===== config.mk =====
export PLATFORM = sky130hd
export DESIGN_NAME = mem_arbiter
export DESIGN_NICKNAME = d
export VERILOG_FILES = /design/src/rtl/mem_arbiter.sv
export SDC_FILE = /design/constraint.sdc
export NUM_CORES = 1
export LEC_CHECK = 0
export BUFFER_PORTS_ARGS = -buffer_cell sky130_fd_sc_hd__buf_2
export CORE_MARGIN = 4
export CORE_UTILIZATION = 45
export DETAILED_ROUTE_END_ITERATION = 10
export PLACE_DENSITY_LB_ADDON = 0.05
export SKIP_LAST_GASP = 1
export SLEW_MARGIN = 20
export SYNTH_ARGS = -nofsm -noshare
export SYNTH_HDL_FRONTEND = slang
export SYNTH_SLANG_ARGS = --single-unit

===== constraint.sdc =====
create_clock -name clk -period 2.15 [get_ports clk]
set_input_delay 0.3225 -clock clk [delete_from_list [all_inputs] [get_ports clk]]
set_output_delay 0.3225 -clock clk [all_outputs]
set_load 0.05 [all_outputs]

===== src/rtl/mem_arbiter.sv =====
`default_nettype none
// ============================================================================
// Module   : mem_arbiter
// Purpose  : Shares one single-port data memory between the CPU and VGA ports.
//            VGA has priority. The optional CPU starvation guard is enabled by
//            defining ARB_STARVE_GUARD_EN.
// Revision : 1.0  initial release
// ============================================================================
module mem_arbiter #(
  parameter int ADDR_W     = 16,
  parameter int DATA_W     = 16,
  parameter int STARVE_MAX = 4
) (
  input  logic              clk,
  input  logic              reset,
  input  logic              cpu_req,
  input  logic              cpu_we,
  input  logic [ADDR_W-1:0] cpu_addr,
  input  logic [DATA_W-1:0] cpu_wdata,
  output logic              cpu_ack,
  output logic [DATA_W-1:0] cpu_rdata,
  output logic              cpu_rd_valid,
  input  logic              vga_req,
  input  logic [ADDR_W-1:0] vga_addr,
  output logic              vga_ack,
  output logic [DATA_W-1:0] vga_rdata,
  output logic              vga_rd_valid,
  output logic              mem_en,
  output logic              mem_we,
  output logic [ADDR_W-1:0] mem_addr,
  output logic [DATA_W-1:0] mem_wdata,
  input  logic [DATA_W-1:0] mem_rdata
);

  typedef enum logic [2:0] {
    IDLE    = 3'd0,
    C_ISSUE = 3'd1,
    V_ISSUE = 3'd2,
    C_RESP  = 3'd3,
    V_RESP  = 3'd4
  } state_t;

  state_t state;
  logic   resp_read;
  logic   cpu_wins;

`ifdef ARB_STARVE_GUARD_EN
  localparam int CNT_W = $clog2(STARVE_MAX + 2);
  logic [CNT_W-1:0] starve_cnt;
  logic             starved;

  assign starved  = cpu_req && (starve_cnt == CNT_W'(STARVE_MAX));
  assign cpu_wins = cpu_req && (!vga_req || starved);
`else
  logic unused_starve_max;

  assign unused_starve_max = |STARVE_MAX;
  assign cpu_wins          = cpu_req && !vga_req;
`endif

  always_ff @(posedge clk) begin
    if (!reset) begin
      state        <= IDLE;
      resp_read    <= 1'b0;
      cpu_ack      <= 1'b0;
      cpu_rdata    <= '0;
      cpu_rd_valid <= 1'b0;
      vga_ack      <= 1'b0;
      vga_rdata    <= '0;
      vga_rd_valid <= 1'b0;
      mem_en       <= 1'b0;
      mem_we       <= 1'b0;
      mem_addr     <= '0;
      mem_wdata    <= '0;
`ifdef ARB_STARVE_GUARD_EN
      starve_cnt   <= '0;
`endif
    end else begin
      cpu_ack      <= 1'b0;
      vga_ack      <= 1'b0;
      cpu_rd_valid <= 1'b0;
      vga_rd_valid <= 1'b0;
      mem_en       <= 1'b0;
      mem_we       <= 1'b0;

      case (state)
        IDLE, C_RESP, V_RESP: begin
          // The memory drives read data during RESP; capture it here.
          if (resp_read && state == C_RESP) begin
            cpu_rdata    <= mem_rdata;
            cpu_rd_valid <= 1'b1;
          end
          if (resp_read && state == V_RESP) begin
            vga_rdata    <= mem_rdata;
            vga_rd_valid <= 1'b1;
          end

          if (cpu_wins) begin
            state     <= C_ISSUE;
            cpu_ack   <= 1'b1;
            mem_en    <= 1'b1;
            mem_we    <= cpu_we;
            mem_addr  <= cpu_addr;
            mem_wdata <= cpu_wdata;
            resp_read <= !cpu_we;
          end else if (vga_req) begin
            state     <= V_ISSUE;
            vga_ack   <= 1'b1;
            mem_en    <= 1'b1;
            mem_addr  <= vga_addr;
            mem_wdata <= '0;
            resp_read <= 1'b1;
          end else begin
            state     <= IDLE;
            resp_read <= 1'b0;
          end

`ifdef ARB_STARVE_GUARD_EN
          if (!cpu_req || cpu_wins) begin
            starve_cnt <= '0;
          end else if (vga_req) begin
            starve_cnt <= starve_cnt + 1'b1;
          end
`endif
        end

        C_ISSUE: begin
          state <= C_RESP;
`ifdef ARB_STARVE_GUARD_EN
          starve_cnt <= '0;
`endif
        end

        V_ISSUE: begin
          state <= V_RESP;
`ifdef ARB_STARVE_GUARD_EN
          if (!cpu_req) starve_cnt <= '0;
`endif
        end

        default: begin
          state <= IDLE;
`ifdef ARB_STARVE_GUARD_EN
          starve_cnt <= '0;
`endif
        end
      endcase
    end
  end

endmodule
`default_nettype wire

==> flow_metrics.tcl, run 1 <==
set metrics [dict create \
    start_util_pct 46.4 \
    gr-usage-all-layers_pct 19.3 \
    outcome "completed" \
    skew_ns 0.00585 \
    wirelength_mm 6.95 \
    viasPerCell 4.88 \
    hold_buffers 0 \
    fin_crit_sh_pct 74.3 \
    crit_path_end_kind "flop" \
    first_iter_violations 88 \
    place_area_um2 3500 \
    fin_nets 513 \
    die_x_um 86.4 \
    dp_slack_ns 0.514 \
    ys_types 30 \
    cts.sinks 74 \
    path_max_fanout 16 \
    synthesis.area_um2 2770 \
    fin_area_um2 3720 \
    multiInputGateArea_um2 1160 \
    core_um2 5960 \
    root_buffer "clkbuf_8" \
    drc 0 \
    path_class "reg2reg" \
    cts_resized 0 \
    ios 139 \
    fill_cells 565 \
    critPathBufInv 0 \
    synth-edff-count 0 \
    gp_congestion 0.773 \
    overflow 0 \
    syn_inst 307 \
    vias 2553 \
    synthTopCellsByArea "dfxtp_1, nand2_1, a22o_1, a21boi_1, a21boi_0" \
    cts_buffer_depth 2 \
    crit_family "simple AND/OR/NAND/NOR gates" \
    rows 28 \
    setup_viol 0 \
    detail-route-antenna-nets 0 \
    syn_to_final_growth_pct 34.4 \
    dieArea_um2 7460 \
    drive_above_1_share_pct 38.8 \
    worstPathArrival_ns 1.84 \
    setup_slack_ns 0.554 \
    antenna_found_initial 0 \
    cts_tree "built" \
    power_mw 3.21 \
    ir_drop_v 0.000499 \
    die_h_um 86.4 \
    fmax_ghz 0.626 \
    slew_headroom_pct 58.1 \
    cts_setup_buffers 0 \
    dpl.hpwl_mm 5.13 \
    slowest_stage "and2_1" \
    async_reset_ff_share_pct 0 \
    cpPeakStageDelay_ns 0.54 \
    fin_util_pct 62.4 \
    grt_max_degree 28 \
    grt_pass1_vias 2533 \
    clkTransAtPathRegs_ns 0.07 \
    p_leak_nw 1.76 \
    tightestPinTransition_ns 0.626 \
    cts_max_level 3 \
    worst_setup_path_start_kind "flop" \
    fin_tns_setup_ns 0 \
    first_pass_iters 4 \
    clk_latency_ns 0.33 \
    port_buffers 138 \
    pwr_density_cell_nw_per_um2 864 \
    cts_buffers 9 \
    synth-main-ff-cell "dfxtp_1" \
    ff_latch_area_um2 1480 \
    n_antenna_cell 0 \
    synth-warning-count 0 \
    drv_slew 0 \
    synth_top_area_share_pct 53.6 \
    synth.avg_cell_area_um2 9.01 \
    ys_seq_elements 74 \
    hold_viol 0 \
    drv_cap 0 \
    required_ns 2.40 \
    yosysSeqAreaShare_pct 53.6 \
    period_needed_ns 1.60 \
    routedWlPerCell_um 13.3 \
    rsz0062_at_grt "no" \
    synth_top_area_cell "dfxtp_1" \
    hp-class "in2reg" \
    worstPathCellList "and3b_2, and2_1, nand2_1, a21boi_0" \
    grt_pass1_wl_mm 11.6 \
    mappedNetlistNets 376 \
]
==> metal layers <==
| layer | vias up | GRT usage (%) | part of all wire (%) |
|---|---|---|---|
| li1 | 1308 | - | - |
| met1 | 1154 | 24.8 | 45 |
| met2 | 81 | 30.0 | 45 |
| met3 | 10 | 6.94 | 8.9 |
| met4 | 0 | 6.23 | 0.89 |
| met5 | - | 0 | 0 |
==> area by class of cell <==
cell class | count | share of cell area (%)
Sequential cell | 74 | 39.9
Clock buffer | 10 | 3.70
Timing Repair Buffer | 147 | 20.4
Clock inverter | 5 | 2.12
Inverter | 3 | 0.303
Tap cell | 75 | 2.52
Multi-Input combinational cell | 209 | 31.1
==> layout by cell type (no fill, tap or decap), drive strengths merged, types with 4 or more instances in the layout <==
master	count
buf	147
nand2	101
dfxtp	74
a21boi	28
nor2	24
a311oi	16
a22o	15
clkbuf	10
a21oi	7
clkinv	4
==> report_power, final <==
group	leakage, nW	switching, mW	internal [mW]
clock network	0.112	0.491	0.677
logic	1.05	0.396	0.176
registers	0.603	0.0336	1.44
==> cell families after synthesis <==
group,Yosys count,share of synthesized area [%]
DFF,74,53.6
buffers and inverters,24,4.62
AOI/OAI and AO/OA,71,21.5
and+or+nand+nor,138,20.3
==> worst reg2reg max path, cell delays in order (launching register included) <==
cell and delay, ns:
dfxtp_1 0.40, and3b_2 0.25, and2_1 0.54, nand2_1 0.11, a21boi_0 0.21
==> metrics by stage <==
step	hold slack, ns	instances
floorplan	0.442	307
global placement	0.438	508
detailed placement	0.446	508
CTS	0.179	523
global route	0.172	523
finish	0.200	523
==> registers in the layout (all words and copies together), names as in the netlist <==
| signal | cells |
|---|---|
| cpu_ack | 1 |
| cpu_rd_valid | 1 |
| cpu_rdata | 16 |
| mem_addr | 16 |
| mem_en | 1 |
| mem_wdata | 16 |
| mem_we | 1 |
| resp_read | 1 |
| state | 3 |
| vga_ack | 1 |
| vga_rd_valid | 1 |
| vga_rdata | 16 |
==> cell usage after synthesis (3+ instances only) <==
cell type / n
a22o_1: 15
a21boi_0: 13
buf_4: 3
a21oi_1: 7
buf_2: 9
a21boi_1: 15
a311oi_2: 6
a311oi_1: 10
clkbuf_1: 7
nor2_1: 21
dfxtp_1: 74
nand2_1: 101
==> path summary, 6_finish.rpt <==
path                      start            end  slack [ns]  cells after the start
hold reg to reg    cpu_rdata[5]   cpu_rdata[5]        0.46                      2
setup / recovery       state[1]   cpu_rdata[2]        0.55                      4
setup reg to reg       state[1]   cpu_rdata[2]        0.55                      4
hold / removal    cpu_wdata[13]  mem_wdata[13]        0.20                      2
(Power assumes the default switching activity.)
==> inputs of run 2 (changes only) <==
Clock period 2.15 ns to 1.62 ns, I/O delays scaled along.
==> run 2 against run 1 <==
Maximum frequency rose by 6.5%; clock skew rose by 0.0050 ns; clock-buffer cell count is 1 higher; flip-flop and latch count unchanged; die area unchanged; sequential share of layout area fell by 0.62 points; global-route usage is 0.14 points lower; cell area up 1.6%; sequential power rose by 33%; clock power rose by 30%; via count up 2.5%; hold slack got worse by 0.081 ns; largest cell class unchanged.
==> flow_metrics.tcl, run 2 (synthesized netlist as in run 1, its figures left out) <==
set metrics [dict create \
    dieArea_um2 7460 \
    cts.sinks 74 \
    antenna_found_initial 0 \
    p_leak_nw 1.78 \
    gp_congestion 0.791 \
    n_antenna_cell 0 \
    viasPerCell 4.96 \
    die_x_um 86.4 \
    fin_tns_setup_ns 0 \
    clkTransAtPathRegs_ns 0.08 \
    power_mw 4.25 \
    fin_crit_sh_pct 92.5 \
    drv_cap 0 \
    detail-route-antenna-nets 0 \
    vias 2617 \
    cts_buffers 9 \
    root_buffer "clkbuf_8" \
    cts_tree "built" \
    hold_viol 0 \
    rsz0062_at_grt "yes" \
    grt_pass1_vias 2562 \
    routedWlPerCell_um 13.5 \
    grt_pass1_wl_mm 11.5 \
    slew_headroom_pct 74.9 \
    drive_above_1_share_pct 39.3 \
    start_util_pct 46.4 \
    first_pass_iters 4 \
    rows 28 \
    dpl.hpwl_mm 5.13 \
    skew_ns 0.0109 \
    overflow 0 \
    drv_slew 0 \
    fin_nets 517 \
    ios 139 \
    pwr_density_cell_nw_per_um2 1130 \
    required_ns 1.86 \
    cts_buffer_depth 2 \
    setup_viol 0 \
    die_h_um 86.4 \
    dp_slack_ns 0.0698 \
    drc 0 \
    holdWs_ns 0.118 \
    port_buffers 138 \
    syn_to_final_growth_pct 36.6 \
    first_iter_violations 101 \
    outcome "completed" \
    ir_drop_v 0.000711 \
    tightestPinTransition_ns 0.376 \
    path_max_fanout 20 \
    period_needed_ns 1.50 \
    core_um2 5960 \
    mostFrequentLayoutCells "buf_2, nand2_1, dfxtp_1" \
    path_class "reg2reg" \
    layout_commonest_cell "buf_2" \
    fmax_ghz 0.667 \
    wirelength_mm 7.15 \
    cts_setup_buffers 0 \
    setup_slack_ns 0.121 \
    worst_setup_path_start_kind "flop" \
    gr-usage-all-layers_pct 19.1 \
    hp-class "in2reg" \
    worstPathArrival_ns 1.74 \
    grt_max_degree 28 \
    clk_latency_ns 0.34 \
    cts_max_level 3 \
    crit_path_end_kind "flop" \
]
## run 2: metal layers
metal	wire length [um]	up-vias	part of all wire (%)	GRT usage, %
li1	-	1317	-	-
met1	2960	1200	41	22.8
met2	3490	94	49	32.5
met3	656	6	9.2	5.42
met4	50	0	0.70	7.22
met5	0	-	0	0
## run 2: path summary, 6_finish.rpt
path	startpoint	to	slack, ns	cells past startpoint
max	state[1]	mem_addr[6]	0.12	5
min	cpu_wdata[7]	mem_wdata[7]	0.12	2
max reg2reg	state[1]	mem_addr[6]	0.12	5
min reg2reg	cpu_rdata[9]	cpu_rdata[9]	0.45	2
## run 2: per-stage QoR
stage          cell area [um^2]  instances  util (%)
2_1_floorplan              2770        307         -
3_3_place_gp               3560        512      59.7
3_5_place_dp               3560        512      59.7
4_1_cts                    3770        528      63.2
5_1_grt                    3780        528      63.4
6_report                   3780        528      63.4
## run 2: worst max-delay path, cell delays in order, from the launching register on
cell and delay [ns]:
dfxtp_1 0.40, and3b_2 0.27, o22a_2 0.20, buf_6 0.21, nor2_1 0.07, a311oi_2 0.25
## run 2: timing repair
action                                  in CTS  in global routing
hold buffers                                 0                  0
gates resized for setup                      0                  3
endpoints found under the setup margin       0                 26
## run 2: power breakdown
part	leakage, nW	internal [mW]	switching [mW]
clock network	0.107	0.866	0.655
logic	1.07	0.247	0.530
registers	0.603	1.91	0.0469
total	1.78	3.02	1.23
## run 2: area by class of cell
| class | count | area (um^2) |
|---|---|---|
| Clock buffer | 11 | 131 |
| Timing Repair Buffer | 151 | 817 |
| Inverter | 3 | 11.3 |
| Fill cell | 550 | 2180 |
| Multi-Input combinational cell | 209 | 1160 |
| Sequential cell | 74 | 1480 |
| Clock inverter | 5 | 78.8 |
| Tap cell | 75 | 93.8 |
==> inputs of run 3 (changes only) <==
Settings changed: ABC_AREA set to 1, CORE_ASPECT_RATIO set to 1.1.
==> run 3 against run 2 <==
Cell count grew 19%; setup slack improved by 0.15 ns; critical path depth fell by 1; power is 1.3% higher; sequential share of layout area shrank 0.85 points; combinational power is 9.3% higher; critical endpoint is now mem_wdata[1].
==> flow_metrics.tcl, run 3 <==
set metrics [dict create \
    cts_setup_buffers 0 \
    slowest_stage "dfxtp_1" \
    cts_max_level 3 \
    cts_tree "built" \
    drive_above_1_share_pct 31.5 \
    mappedNetlistNets 474 \
    synthTopCellsByCount "nand2_1, dfxtp_1, nor2_1" \
    ios 139 \
    place_area_um2 3650 \
    p_leak_nw 2.06 \
    fin_tns_setup_ns 0 \
    synth-warning-count 0 \
    first_pass_iters 4 \
    synth.avg_cell_area_um2 7.13 \
    grt_pass1_vias 2676 \
    synthesis.area_um2 2890 \
    holdWs_ns 0.136 \
    routedWlPerCell_um 11.5 \
    vias 2872 \
    outcome "completed" \
    fin_util_pct 62.3 \
    drv_slew 0 \
    grt_max_degree 50 \
    antenna_found_initial 0 \
    ys_types 19 \
    viasPerCell 4.59 \
    detail-route-antenna-nets 0 \
    fmax_ghz 0.739 \
    root_buffer "clkbuf_8" \
    port_buffers 138 \
    drc 0 \
    n_antenna_cell 0 \
    rsz0062_at_grt "no" \
    cts.sinks 74 \
    hold_buffers 0 \
    syn_to_final_growth_pct 33.7 \
    crit_path_end_kind "flop" \
    drv_cap 0 \
    worst_setup_path_start_kind "flop" \
    grt_pass1_wl_mm 11.8 \
    mostFrequentLayoutCells "buf_2, nand2_1, dfxtp_1" \
    setup_viol 0 \
    required_ns 1.88 \
    start_util_pct 46.6 \
    clk_latency_ns 0.33 \
    synth_top_area_cell "dfxtp_1" \
    hp-class "in2reg" \
    worstPathCellList "nand3_1, nand2_2, nand3_2, o21ai_0" \
    dieArea_um2 7760 \
    gp_congestion 0.803 \
    hold_viol 0 \
    synth.most_common_cell "nand2_1" \
    synthTopCellsByArea "dfxtp_1, nand2_1, nor2_1, nand3_1, inv_1" \
    rows 30 \
    ir_drop_v 0.000523 \
    path_max_fanout 18 \
    dpl.hpwl_mm 5.25 \
    wirelength_mm 7.17 \
    syn_inst 405 \
    skew_ns 0.00712 \
    die_x_um 84.4 \
    layout.cells.non_filler 626 \
    yosysSeqAreaShare_pct 51.3 \
    synth-main-ff-cell "dfxtp_1" \
    path_class "reg2reg" \
    cpPeakStageDelay_ns 0.41 \
    cts_buffer_depth 2 \
    worstPathArrival_ns 1.61 \
    slew_headroom_pct 64.2 \
    clkTransAtPathRegs_ns 0.08 \
    cts_resized 0 \
    layout_commonest_cell "buf_2" \
    first_iter_violations 130 \
    overflow 0 \
    async_reset_ff_share_pct 0 \
    synth_top_area_share_pct 51.3 \
    dp.cells 611 \
    die_h_um 92.0 \
    ys_seq_elements 74 \
    gr-usage-all-layers_pct 18.7 \
    period_needed_ns 1.35 \
    cts_buffers 9 \
    pwr_density_cell_nw_per_um2 1120 \
    fin_crit_sh_pct 83.5 \
    tightestPinTransition_ns 0.537 \
    fin_area_um2 3860 \
    core_um2 6190 \
    synth-edff-count 0 \
    fin_nets 611 \
]
-- run 3: cell count changes after synthesis, moves of 6 or more --
cell and delta:
nor2_1 +50, nand3_1 +32, a21boi_1 -15, a311oi_1 -10, inv_1 +37, a21boi_0 -13, a21oi_1 +12, a311oi_2 -6
o21ai_0 +23, a22o_1 -15, o21ai_1 +8
-- run 3: per-stage QoR --
step	setup slack [ns]	total power [mW]
2_1_floorplan	0.426	2.62
3_3_place_gp	0.285	2.85
3_5_place_dp	0.243	2.86
4_1_cts	0.251	4.36
5_1_grt	0.0838	4.52
6_report	0.267	4.31
-- run 3: area by class of cell --
cell class              count  area [um^2]
well taps                  80          100
clock inverters             5         78.8
flip-flops and latches     74         1480
multi-input cells         266         1130
repair buffers            148          778
inverters                  43          161
clock buffers              10          128
fillers                   609         2330
-- run 3: power breakdown --
part	internal [mW]	total, mW	switching, mW	leakage [nW]
logic	0.243	0.849	0.606	1.35
registers	1.91	1.97	0.0513	0.603
clock network	0.860	1.50	0.637	0.107
total	3.02	4.31	1.29	2.06
-- run 3: worst paths after layout --
check                startpoint       endpoint  slack [ns]  cells past startpoint
setup reg to reg       state[0]   mem_wdata[1]        0.27                      4
hold reg to reg    cpu_rdata[1]   cpu_rdata[1]        0.46                      2
setup / recovery       state[0]   mem_wdata[1]        0.27                      4
hold / removal    cpu_wdata[12]  mem_wdata[12]        0.14                      3
-- run 3: cell families (layout without fill, tap and decap cells) --
| family | after synthesis | in the layout | share of synthesized area, % |
|---|---|---|---|
| AND/OR/NAND/NOR | 215 | 215 | 30.4 |
| flip-flops | 74 | 74 | 51.3 |
| buffers and inverters | 65 | 206 | 9.49 |
| AO/OA/AOI/OAI | 51 | 51 | 8.84 |
-- run 3: critical path, delay by kind of cell (launching register included) --
family / cells / cell delay [ns]
AND/OR/NAND/NOR: 3 / 0.61
flip-flops: 1 / 0.41
AO/OA/AOI/OAI: 1 / 0.25
-- run 3: layer usage --
| metal | GRT usage [%] | vias to the layer above | wire length (um) | part of all wire, % |
|---|---|---|---|---|
| met4 | 9.50 | 0 | 104 | 1.5 |
| met3 | 5.57 | 8 | 553 | 7.7 |
| met5 | 0 | - | 0 | 0 |
| li1 | - | 1527 | - | - |
| met2 | 30.8 | 93 | 3440 | 48 |
| met1 | 21.9 | 1244 | 3070 | 43 |
